--- config.mk ---
export PLATFORM = sky130hd
export DESIGN_NAME = bram_port_arbiter
export DESIGN_NICKNAME = d
export VERILOG_FILES = /design/src/rtl/bram_arb_pkg.sv /design/src/rtl/bram_port_arbiter_read_pipe.sv /design/src/rtl/bram_port_arbiter.sv
export SDC_FILE = /design/constraint.sdc
export NUM_CORES = 1
export LEC_CHECK = 0
export CORE_AREA = 8 8 78 80
export DETAILED_ROUTE_END_ITERATION = 12
export DIE_AREA = 0 0 86 88
export DONT_BUFFER_PORTS = 1
export PLACE_DENSITY_LB_ADDON = 0.3
export SKIP_LAST_GASP = 1
export SYNTH_ARGS = -nofsm -noshare
export SYNTH_HDL_FRONTEND = slang
export SYNTH_SLANG_ARGS = --single-unit
--- constraint.sdc ---
create_clock -name clk -period 1.5 [get_ports clk]
set_input_delay 0.3 -clock clk [delete_from_list [all_inputs] [get_ports clk]]
set_output_delay 0.3 -clock clk [all_outputs]
set_load 0.02 [all_outputs]
--- src/rtl/bram_arb_pkg.sv ---
// Shared types and default widths for the capture BRAM arbiter and its
// neighbouring capture / FFT blocks.
package bram_arb_pkg;

  localparam int unsigned DEF_WORD_WIDTH = 24;
  localparam int unsigned DEF_ADDR_WIDTH = 3;

  typedef enum logic [1:0] {
    ST_IDLE     = 2'd0,
    ST_WR       = 2'd1,
    ST_RD       = 2'd2,
    ST_RD_BURST = 2'd3
  } arb_state_t;

endpackage

--- src/rtl/bram_port_arbiter_read_pipe.sv ---
// Read return path: rd_ack in the cycle after a read grant, then rd_valid with
// the captured BRAM word one cycle later.
module arb_read_pipe
  import bram_arb_pkg::*;
#(
  parameter int unsigned WORD_WIDTH = DEF_WORD_WIDTH
) (
  input  logic                  clk,
  input  logic                  reset,
  input  logic                  grant,
  input  logic [WORD_WIDTH-1:0] mem_rdata,
  output logic                  rd_ack,
  output logic                  rd_valid,
  output logic [WORD_WIDTH-1:0] rd_data
);

  always_ff @(posedge clk) begin
    if (reset) begin
      rd_ack   <= 1'b0;
      rd_valid <= 1'b0;
      rd_data  <= '0;
    end else begin
      rd_ack   <= grant;
      rd_valid <= rd_ack;
      // mem_addr was registered on the grant edge, so mem_rdata holds the word now
      if (rd_ack) rd_data <= mem_rdata;
    end
  end

endmodule

--- src/rtl/bram_port_arbiter.sv ---
// Arbitrates one single-port capture BRAM between the sample writer and the FFT
// reader. Optional statistics outputs are enabled with `define ARB_STATS_EN.
module bram_port_arbiter
  import bram_arb_pkg::*;
#(
  parameter int unsigned WORD_WIDTH = DEF_WORD_WIDTH,
  parameter int unsigned ADDR_WIDTH = DEF_ADDR_WIDTH,
  parameter int unsigned MAX_WAIT   = 4,
  parameter int unsigned BURST_LEN  = 8
) (
  input  logic                  clk,
  input  logic                  reset,
  input  logic                  wr_req,
  input  logic [ADDR_WIDTH-1:0] wr_addr,
  input  logic [WORD_WIDTH-1:0] wr_data,
  output logic                  wr_ack,
  input  logic                  rd_req,
  input  logic                  rd_burst,
  input  logic [ADDR_WIDTH-1:0] rd_addr,
  output logic                  rd_ack,
  output logic                  rd_valid,
  output logic [WORD_WIDTH-1:0] rd_data,
  output logic                  mem_we,
  output logic [ADDR_WIDTH-1:0] mem_addr,
  output logic [WORD_WIDTH-1:0] mem_wdata,
  input  logic [WORD_WIDTH-1:0] mem_rdata,
  output logic                  wr_stall
`ifdef ARB_STATS_EN
  ,
  output logic [15:0]           stat_conflicts,
  output logic [15:0]           stat_forced
`endif
);

  localparam int unsigned      CNT_W      = ADDR_WIDTH + 1;
  localparam logic [3:0]       WAIT_MAX   = 4'(MAX_WAIT);
  localparam logic [CNT_W-1:0] BURST_LOAD = CNT_W'(BURST_LEN - 1);
  localparam bit               BURST_ON   = (BURST_LEN > 1);

  arb_state_t       state, state_next;
  logic [3:0]       wait_cnt, wait_next;
  logic [CNT_W-1:0] burst_cnt, burst_next;
  logic             grant_wr, grant_rd;

  always_ff @(posedge clk) begin
    if (reset) begin
      state     <= ST_IDLE;
      wait_cnt  <= '0;
      burst_cnt <= '0;
    end else begin
      state     <= state_next;
      wait_cnt  <= wait_next;
      burst_cnt <= burst_next;
    end
  end

  always_comb begin
    state_next = state;
    burst_next = burst_cnt;
    wait_next  = wait_cnt;
    if (!rd_req || grant_rd) wait_next = '0;
    else if (wait_cnt != WAIT_MAX) wait_next = wait_cnt + 4'd1;
    case (state)
      ST_RD_BURST: begin
        // The entry grant already used one slot, so BURST_LEN-1 remain
        if (grant_rd) begin
          if (burst_cnt <= CNT_W'(1)) begin
            state_next = ST_IDLE;
            burst_next = '0;
          end else begin
            burst_next = burst_cnt - CNT_W'(1);
          end
        end
      end
      default: begin
        if (grant_wr) begin
          state_next = ST_WR;
        end else if (grant_rd) begin
          if (rd_burst && BURST_ON) begin
            state_next = ST_RD_BURST;
            burst_next = BURST_LOAD;
          end else begin
            state_next = ST_RD;
          end
        end else begin
          state_next = ST_IDLE;
        end
      end
    endcase
  end

  always_comb begin
    grant_wr = 1'b0;
    grant_rd = 1'b0;
    if (state == ST_RD_BURST) grant_rd = rd_req;
    else if (rd_req && (!wr_req || wait_cnt == WAIT_MAX)) grant_rd = 1'b1;
    else grant_wr = wr_req;
  end

  always_ff @(posedge clk) begin
    if (reset) begin
      mem_we    <= 1'b0;
      mem_addr  <= '0;
      mem_wdata <= '0;
      wr_ack    <= 1'b0;
      wr_stall  <= 1'b0;
    end else begin
      mem_we   <= grant_wr;
      wr_ack   <= grant_wr;
      wr_stall <= wr_req && !grant_wr;
      if (grant_wr) begin
        mem_addr  <= wr_addr;
        mem_wdata <= wr_data;
      end else if (grant_rd) begin
        mem_addr <= rd_addr;
      end
    end
  end

  arb_read_pipe #(.WORD_WIDTH(WORD_WIDTH)) u_read_pipe (
    .clk       (clk),
    .reset     (reset),
    .grant     (grant_rd),
    .mem_rdata (mem_rdata),
    .rd_ack    (rd_ack),
    .rd_valid  (rd_valid),
    .rd_data   (rd_data)
  );

`ifdef ARB_STATS_EN
  logic conflict, forced;
  assign conflict = wr_req && rd_req;
  assign forced   = grant_rd && wr_req && (state != ST_RD_BURST);

  always_ff @(posedge clk) begin
    if (reset) begin
      stat_conflicts <= '0;
      stat_forced    <= '0;
    end else begin
      if (conflict && stat_conflicts != '1) stat_conflicts <= stat_conflicts + 16'd1;
      if (forced && stat_forced != '1) stat_forced <= stat_forced + 16'd1;
    end
  end
`endif

endmodule

==> results of run 1 <==
-- worst max-delay path: cells and delay by family, from the launching register on --
family                   cells  cell delay (ns)
buffers and inverters        2             0.19
AO/OA/AOI/OAI                2             0.44
flip-flops                   1             0.33
AND/OR/NAND/NOR              1             0.20
adder cells (fa/ha/maj)      1             0.21
-- sequential cells by signal, summed over array words and instances (netlist names) --
name                  count
u_read_pipe.rd_valid      1
wr_stall                  1
burst_cnt                 4
mem_we                    1
mem_wdata                24
u_read_pipe.rd_ack        1
wait_cnt                  4
mem_addr                  3
u_read_pipe.rd_data      24
state                     2
-- cells by family after synthesis --
kind of cell	after synthesis	synth area share
compound gates	71	0.164
xor+xnor	1	0.00339
fa+ha+maj	4	0.0194
buf+inv	30	0.0596
flops	65	0.504
mux	26	0.101
simple gates	79	0.149
-- per-stage QoR --
step	utilization	hold WS [ns]	TNS, ns
after floorplan	-	0.430	0
after global placement	0.539	0.379	0
after detailed placement	0.539	0.380	0
after CTS	0.584	0.0259	0
after global routing	0.592	0.0128	-0.183
final	0.592	0.0398	0
-- power groups by stage --
stage                     sequential (mW)  clock (mW)  combinational, mW
after global placement               1.99           0              0.219
final                                1.96        1.61              0.234
after CTS                            1.96        1.66              0.229
after floorplan                      1.97           0              0.213
after detailed placement             2.00           0              0.229
after global routing                 1.97        1.76              0.265
-- synth_stat cells (all sizes together), types with 3 or more instances --
master  instances
a21oi          25
a311oi          3
buf            15
clkbuf          8
dfxtp          65
ha              4
inv             7
mux2i          25
nand2           4
nand3          28
nor2           31
nor3            4
o21ai          29
-- how the worst max path moves through the flow --
stage	from	cells after the start	endpoint
6_report	wait_cnt[1]	6	burst_cnt[3]
2_1_floorplan	wait_cnt[0]	7	mem_wdata[10]
5_1_grt	wait_cnt[1]	6	mem_addr[0]
3_3_place_gp	wait_cnt[1]	6	mem_wdata[21]
4_1_cts	wait_cnt[1]	6	mem_wdata[19]
3_5_place_dp	wait_cnt[1]	6	mem_wdata[19]
-- layer usage --
| metal | up-vias | GRT usage | share of wire |
|---|---|---|---|
| met5 | - | 0 | 0 |
| met4 | 0 | 0.0717 | 0.0094 |
| met3 | 7 | 0.103 | 0.16 |
| met2 | 101 | 0.235 | 0.42 |
| met1 | 884 | 0.180 | 0.41 |
| li1 | 985 | - | - |
-- cell type report --
class                   instances  area [µm²]  share of cell area
clock buffers                  11         141              0.0486
repair buffers                 14         119              0.0409
clock inverters                 5        78.8              0.0271
multi-input cells             181        1150               0.397
well taps                      70        87.6              0.0301
inverters                       7        26.3             0.00903
flip-flops and latches         65        1300               0.448
-- timing repair --
item	CTS	global route
gates resized for setup	0	11
buffers inserted	0	1
endpoints found under the setup margin	0	23
==> metrics.md, run 1 <==
| Metric | Value |
|---|---|
| Synth Flop Type | `dfxtp_1` |
| DP HPWL | `4.44 mm` |
| CTS Buf Count | `9` |
| Core Area | `around 5000 µm²` |
| First-pass GRT wire length | `9.67 mm` |
| Final instance area | `around 2900 µm²` |
| Final setup violating endpoints | `0` |
| Int Pwr | `2.90 mW` |
| Drt pass-1 iters | `4` |
| Die H | `88 µm` |
| Clk root buf | `clkbuf_8` |
| Fin. Hold Viols | `0` |
| Dpl cell area | `about 2600 µm²` |
| Max Freq | `~0.68 GHz` |
| Worst R2R Setup Slack | `about 0.024 ns` |
| CTS tree | `yes` |
| Worst hold path depth | `1` |
| Vias in the first global route | `1,960` |
| Die boundary width | `around 86 µm` |
| EDFF count, synth | `0` |
| Sequential fraction of the synthesis area | `0.504` |
| CP peak stage delay | `around 0.33 ns` |
| Distinct cells, synth | `40` |
| CTS HTree Levels | `3` |
| Final ANT Viol Nets | `0` |
| Diode count | `0` |
| Final std cells w/o fill | `between 300 and 400` |
| First DRT Iteration DRCs | `74` |
| Initial antenna violation count | `0` |
| Most common cell after layout, fill and taps aside | `dfxtp_1` |
| All-layer global routing usage | `0.161` |
| Clock share of power | `0.424` |
| Port Buffers | `0` |
| Syn_nets | `between 300 and 400` |
| Reg clk slew, reported paths | `around 0.07 ns` |
| Sw Share | `0.237` |
| Initial core utilization | `0.526` |
| Via density | `roughly 5.6` |
| Remaining Overflow, GRT | `0` |
| RSZ-0062 raised after global routing | `yes` |
| Layout cell share with drive strength beyond 1 | `0.141` |
| Cell area after synthesis | `about 2600 µm²` |
| Post-route DRC violation count | `0` |
| Pleak | `~1.1 nW` |
| Pwr Density | `1310 nW/µm²` |
| Fill cells | `about 440` |
| Final period utilization | `0.984` |
| Clock sink count | `65` |
| Yosys warnings | `0` |
| Nets | `341` |
| Worst Hold End | `mem_wdata[21]` |
| Worst Hold Class | `in -> reg` |
| Min Tclk post-route | `between 1 and 1.5 ns` |
| Gate power share | `0.062` |
| Avg Inst Size Synth | `approximately 9.4 µm²` |
| Fraction of registers with async set or reset after synthesis | `0` |
| Critical path type | `reg -> reg` |
| Net Sw Power | `about 900 µW` |
| Hold Crit Start | `reset` |
| R2r endpoint | `burst_cnt[3]` |
| Worst VDD drop | `about 660 µV` |
| Reg2reg path depth | `6` |
| Hold Buf Count CTS | `0` |
| Sequential share of power | `0.515` |
| Synth area leaders | `dfxtp_1 50%, mux2i_1 9.7%, nand3_1 5.4%` |
| Cell breakdown of the critical path | `inv_1 -> ha_2 -> buf_4 -> and3b_1 -> o221ai_2 -> a32o_1` |
| Drt total wl | `~6.3 mm` |
| Row count | `26` |
| Run status | `completed` |
| IO Count | `~120` |
| Max Slew Vio Count | `0` |
| Placed cells | `about 340` |
| Worst Setup Slack, final | `around 0.024 ns` |
| CP endpoint kind | `register` |
| Peak fanout along the critical path | `3` |
| Post-Synthesis Cells | `276` |
| Clock skew | `0.00685 ns` |
| Worst r2r src | `wait_cnt[1]` |
| Most frequent cells in the layout | `64 x dfxtp_1, 31 x nor2_1, 28 x nand3_1` |
| CTS Buffer Depth | `2` |
| GP Congestion | `0.796` |
| Die area | `between 7000 and 8000 µm²` |
| Tightest Pin Transition | `a little over 0.4 ns` |
| FF+latch count, synth | `between 60 and 70` |
| Yosys top cell area share | `0.504` |
| Tot Pwr | `between 3 and 4 mW` |
| Avg WL per Cell | `17.7 µm` |
| Worst EP arrival | `1.69 ns` |
| Max_slew headroom | `0.724` |
| Worst skew pair latency | `~0.32 ns` |
| Area grow syn2layout | `12.6%` |
| Dpl ws | `0.0240 ns` |
| Worst EP required | `1.71 ns` |
| Vias after detailed routing | `1,977` |
| Synth area leader | `dfxtp_1` |
| CP max-delay cell | `dfxtp_2` |
| Largest net degree at the start of global routing | `a little over 60` |
| Startpoint Class | `register` |
| Max_cap viols | `0` |
Power figures use the tool's default switching activity.
==> run 2, diff against run 1 <==
--- a/config.mk
+++ b/config.mk
@@ -9,7 +9,9 @@
 export DETAILED_ROUTE_END_ITERATION = 12
 export DIE_AREA = 0 0 86 88
 export DONT_BUFFER_PORTS = 1
+export HOLD_SLACK_MARGIN = 0.12
 export PLACE_DENSITY_LB_ADDON = 0.3
+export SETUP_SLACK_MARGIN = 0.1
 export SKIP_LAST_GASP = 1
 export SYNTH_ARGS = -nofsm -noshare
 export SYNTH_HDL_FRONTEND = slang
==> run 2 against run 1 <==
Critical path type unchanged. Setup slack gained 0.13 ns. Die area is the same. Final area grew 1.5%. First-iteration DRC count grew 20%. Critical endpoint is now mem_addr[1]. Worst hold slack lost 0.0017 ns. Largest cell class unchanged. Combinational power is essentially flat. Largest power group unchanged. Count of clock-buffer cells in the layout is the same. Sequential cell count is the same. Via count grew 0.91%.
==> metrics.md, run 2 (synthesis gave the netlist of run 1 again) <==
| Metric | Value |
|---|---|
| Reg clk slew, reported paths | `0.07 ns (about the same)` |
| CTS tree | `yes (unchanged)` |
| Worst skew pair latency | `0.33 ns (was 0.32 ns)` |
| Pwr Density | `1290 nW/µm² (was 1310 nW/µm²)` |
| Min Tclk post-route | `1.35 ns (was 1.48 ns)` |
| R2r endpoint | `mem_addr[1] (was burst_cnt[3])` |
| CTS HTree Levels | `3 (unchanged)` |
| Hold Crit Start | `reset (unchanged)` |
| Worst EP required | `1.74 ns (was 1.71 ns)` |
| Tightest Pin Transition | `0.421 ns (was 0.413 ns)` |
| Tot Pwr | `3.81 mW (was 3.80 mW)` |
| Startpoint Class | `register (unchanged)` |
| Final period utilization | `0.897 (was 0.984)` |
| Worst Hold End | `state[1] (was mem_wdata[21])` |
| Placed cells | `330 (was 335)` |
| Most frequent cells in the layout | `63 x dfxtp_1, 30 x nor2_1, 28 x nand3_1 (was 64 x dfxtp_1, 31 x nor2_1, 28 x nand3_1)` |
| Worst R2R Setup Slack | `0.15 ns (was 0.02 ns)` |
| Peak fanout along the critical path | `12 (was 3)` |
| Final ANT Viol Nets | `0 (unchanged)` |
| Initial antenna violation count | `0 (unchanged)` |
| Routed wl met2 | `2.83 mm (was 2.64 mm)` |
| RSZ-0062 raised after global routing | `yes (unchanged)` |
| Pleak | `1.12 nW (was 1.11 nW)` |
| Fin. Hold Viols | `0 (unchanged)` |
| Final setup violating endpoints | `0 (unchanged)` |
| Largest registers | `mem_wdata: 24 flops, u_read_pipe.rd_data: 24 flops (unchanged)` |
| Initial core utilization | `0.526 (unchanged)` |
| Drt pass-1 iters | `4 (unchanged)` |
| Post-route DRC violation count | `0 (unchanged)` |
| Met3 routed WL | `992 µm (was 1.00 mm)` |
| Clk root buf | `clkbuf_8 (unchanged)` |
| Critical path type | `reg -> reg (unchanged)` |
| All-layer global routing usage | `0.164 (was 0.161)` |
| Core Area | `4910 µm² (unchanged)` |
| Layout cell share with drive strength beyond 1 | `0.139 (was 0.141)` |
| Final std cells w/o fill | `350 (was 353)` |
| GP Congestion | `0.801 (was 0.796)` |
| Area grow syn2layout | `14.3% (was 12.6%)` |
| Post-layout util | `0.601 (was 0.592)` |
| Die area | `7570 µm² (unchanged)` |
| DP HPWL | `4.33 mm (was 4.44 mm)` |
| Vias in the first global route | `1,862 (was 1,960)` |
| First-pass GRT wire length | `9.66 mm (was 9.67 mm)` |
| IO Count | `115 (unchanged)` |
| Max Slew Vio Count | `0 (unchanged)` |
| Run status | `completed (unchanged)` |
| WL met1 | `2.59 mm (was 2.56 mm)` |
| Reg2reg path depth | `6 (unchanged)` |
| Row count | `26 (unchanged)` |
| Max Freq | `0.743 GHz (was 0.678 GHz)` |
| Hold WS | `0.0381 ns (was 0.0398 ns)` |
| Hold Buf Count CTS | `1 (was 0)` |
| Worst r2r src | `wait_cnt[0] (was wait_cnt[1])` |
| Via density | `5.70 (was 5.60)` |
| First DRT Iteration DRCs | `89 (was 74)` |
| Avg WL per Cell | `18.5 µm (was 17.7 µm)` |
| Worst Setup Slack, final | `0.154 ns (was 0.0240 ns)` |
| CTS Buf Count | `9 (unchanged)` |
| Worst hold path depth | `1 (unchanged)` |
| Max_slew headroom | `0.719 (was 0.724)` |
| Diode count | `0 (unchanged)` |
| Final instance area | `2950 µm² (was 2910 µm²)` |
| Top layer in use | `met4 (unchanged)` |
| Remaining Overflow, GRT | `0 (unchanged)` |
| Clock sink count | `65 (unchanged)` |
| Worst EP arrival | `1.58 ns (was 1.69 ns)` |
| Max_cap viols | `0 (unchanged)` |
| Clock skew | `0.00764 ns (was 0.00685 ns)` |
| CP endpoint kind | `register (unchanged)` |
| Worst VDD drop | `742 µV (was 662 µV)` |
| Largest net degree at the start of global routing | `61 (unchanged)` |
| Port Buffers | `0 (unchanged)` |
| Dpl ws | `0.00213 ns (was 0.0240 ns)` |
| Dpl cell area | `2640 µm² (was 2650 µm²)` |
| Setup TNS | `0 ns (unchanged)` |
| Die H | `88 µm (unchanged)` |
| Drt total wl | `6.47 mm (was 6.26 mm)` |
| Nets | `338 (was 341)` |
| Vias after detailed routing | `1,995 (was 1,977)` |
| CTS Buffer Depth | `2 (unchanged)` |
| Die boundary width | `86 µm (unchanged)` |
| Worst Hold Class | `in -> reg (unchanged)` |
| Most common cell after layout, fill and taps aside | `dfxtp_1 (unchanged)` |
## run 2: cell types whose count changed in the layout (fill, tap and decap cells not counted), moves of 2 or more
cell	previous run	this run
inv_1	7	5
buf_12	1	3
a221oi_1	0	2
inv_2	0	2
buf_4	11	4
a221oi_2	2	0
## run 2: how the worst max path moves through the flow
stage | end | from | cells after the start | slack, ns
floorplan | mem_wdata[10] | wait_cnt[0] | 7 | 0.12
global placement | mem_wdata[10] | wait_cnt[0] | 6 | 0.05
detailed placement | mem_wdata[15] | wait_cnt[0] | 6 | 0.002
CTS | mem_wdata[17] | wait_cnt[1] | 6 | 0.11
global route | mem_addr[1] | wait_cnt[0] | 6 | 0.06
finish | mem_addr[1] | wait_cnt[0] | 6 | 0.15
## run 2: cell type report
type	count	area [µm²]
clock inverters	5	78.8
well taps	70	87.6
flip-flops and latches	65	1300
fillers	416	1960
multi-input cells	181	1170
clock buffers	11	141
inverters	7	26.3
repair buffers	11	148
## run 2: worst max-delay path: stages, from the launching register on
cell and delay [ns]:
dfxtp_2 0.36, inv_2 0.05, ha_4 0.17, nand4b_4 0.13, buf_12 0.15, nand3_1 0.10
a311oi_2 0.30
## run 2: timing repair
item	4_1_cts	5_1_grt
setup endpoints to repair	26	30
setup buffers	1	0
hold endpoints to repair	59	58
resized for setup	9	8
gates cloned	0	2
pin swaps	3	2
## run 2: routing by layer
layer / vias up / GRT usage
met3: 6 / 0.114
met4: 0 / 0.0669
met5: - / 0
li1: 974 / -
met2: 101 / 0.228
met1: 914 / 0.189
## run 2: power breakdown
part | switching, mW | leakage (nW) | internal [mW]
logic | 0.123 | 0.476 | 0.111
clock network | 0.640 | 0.113 | 0.979
registers | 0.148 | 0.533 | 1.81
total | 0.910 | 1.12 | 2.90
==> run 3, diff against run 2 <==
--- a/config.mk
+++ b/config.mk
@@ -5,6 +5,7 @@
 export SDC_FILE = /design/constraint.sdc
 export NUM_CORES = 1
 export LEC_CHECK = 0
+export CAP_MARGIN = 20
 export CORE_AREA = 8 8 78 80
 export DETAILED_ROUTE_END_ITERATION = 12
 export DIE_AREA = 0 0 86 88
==> results of run 3 <==
No change in the layout: final DEF, timing and power equal those of run 2.
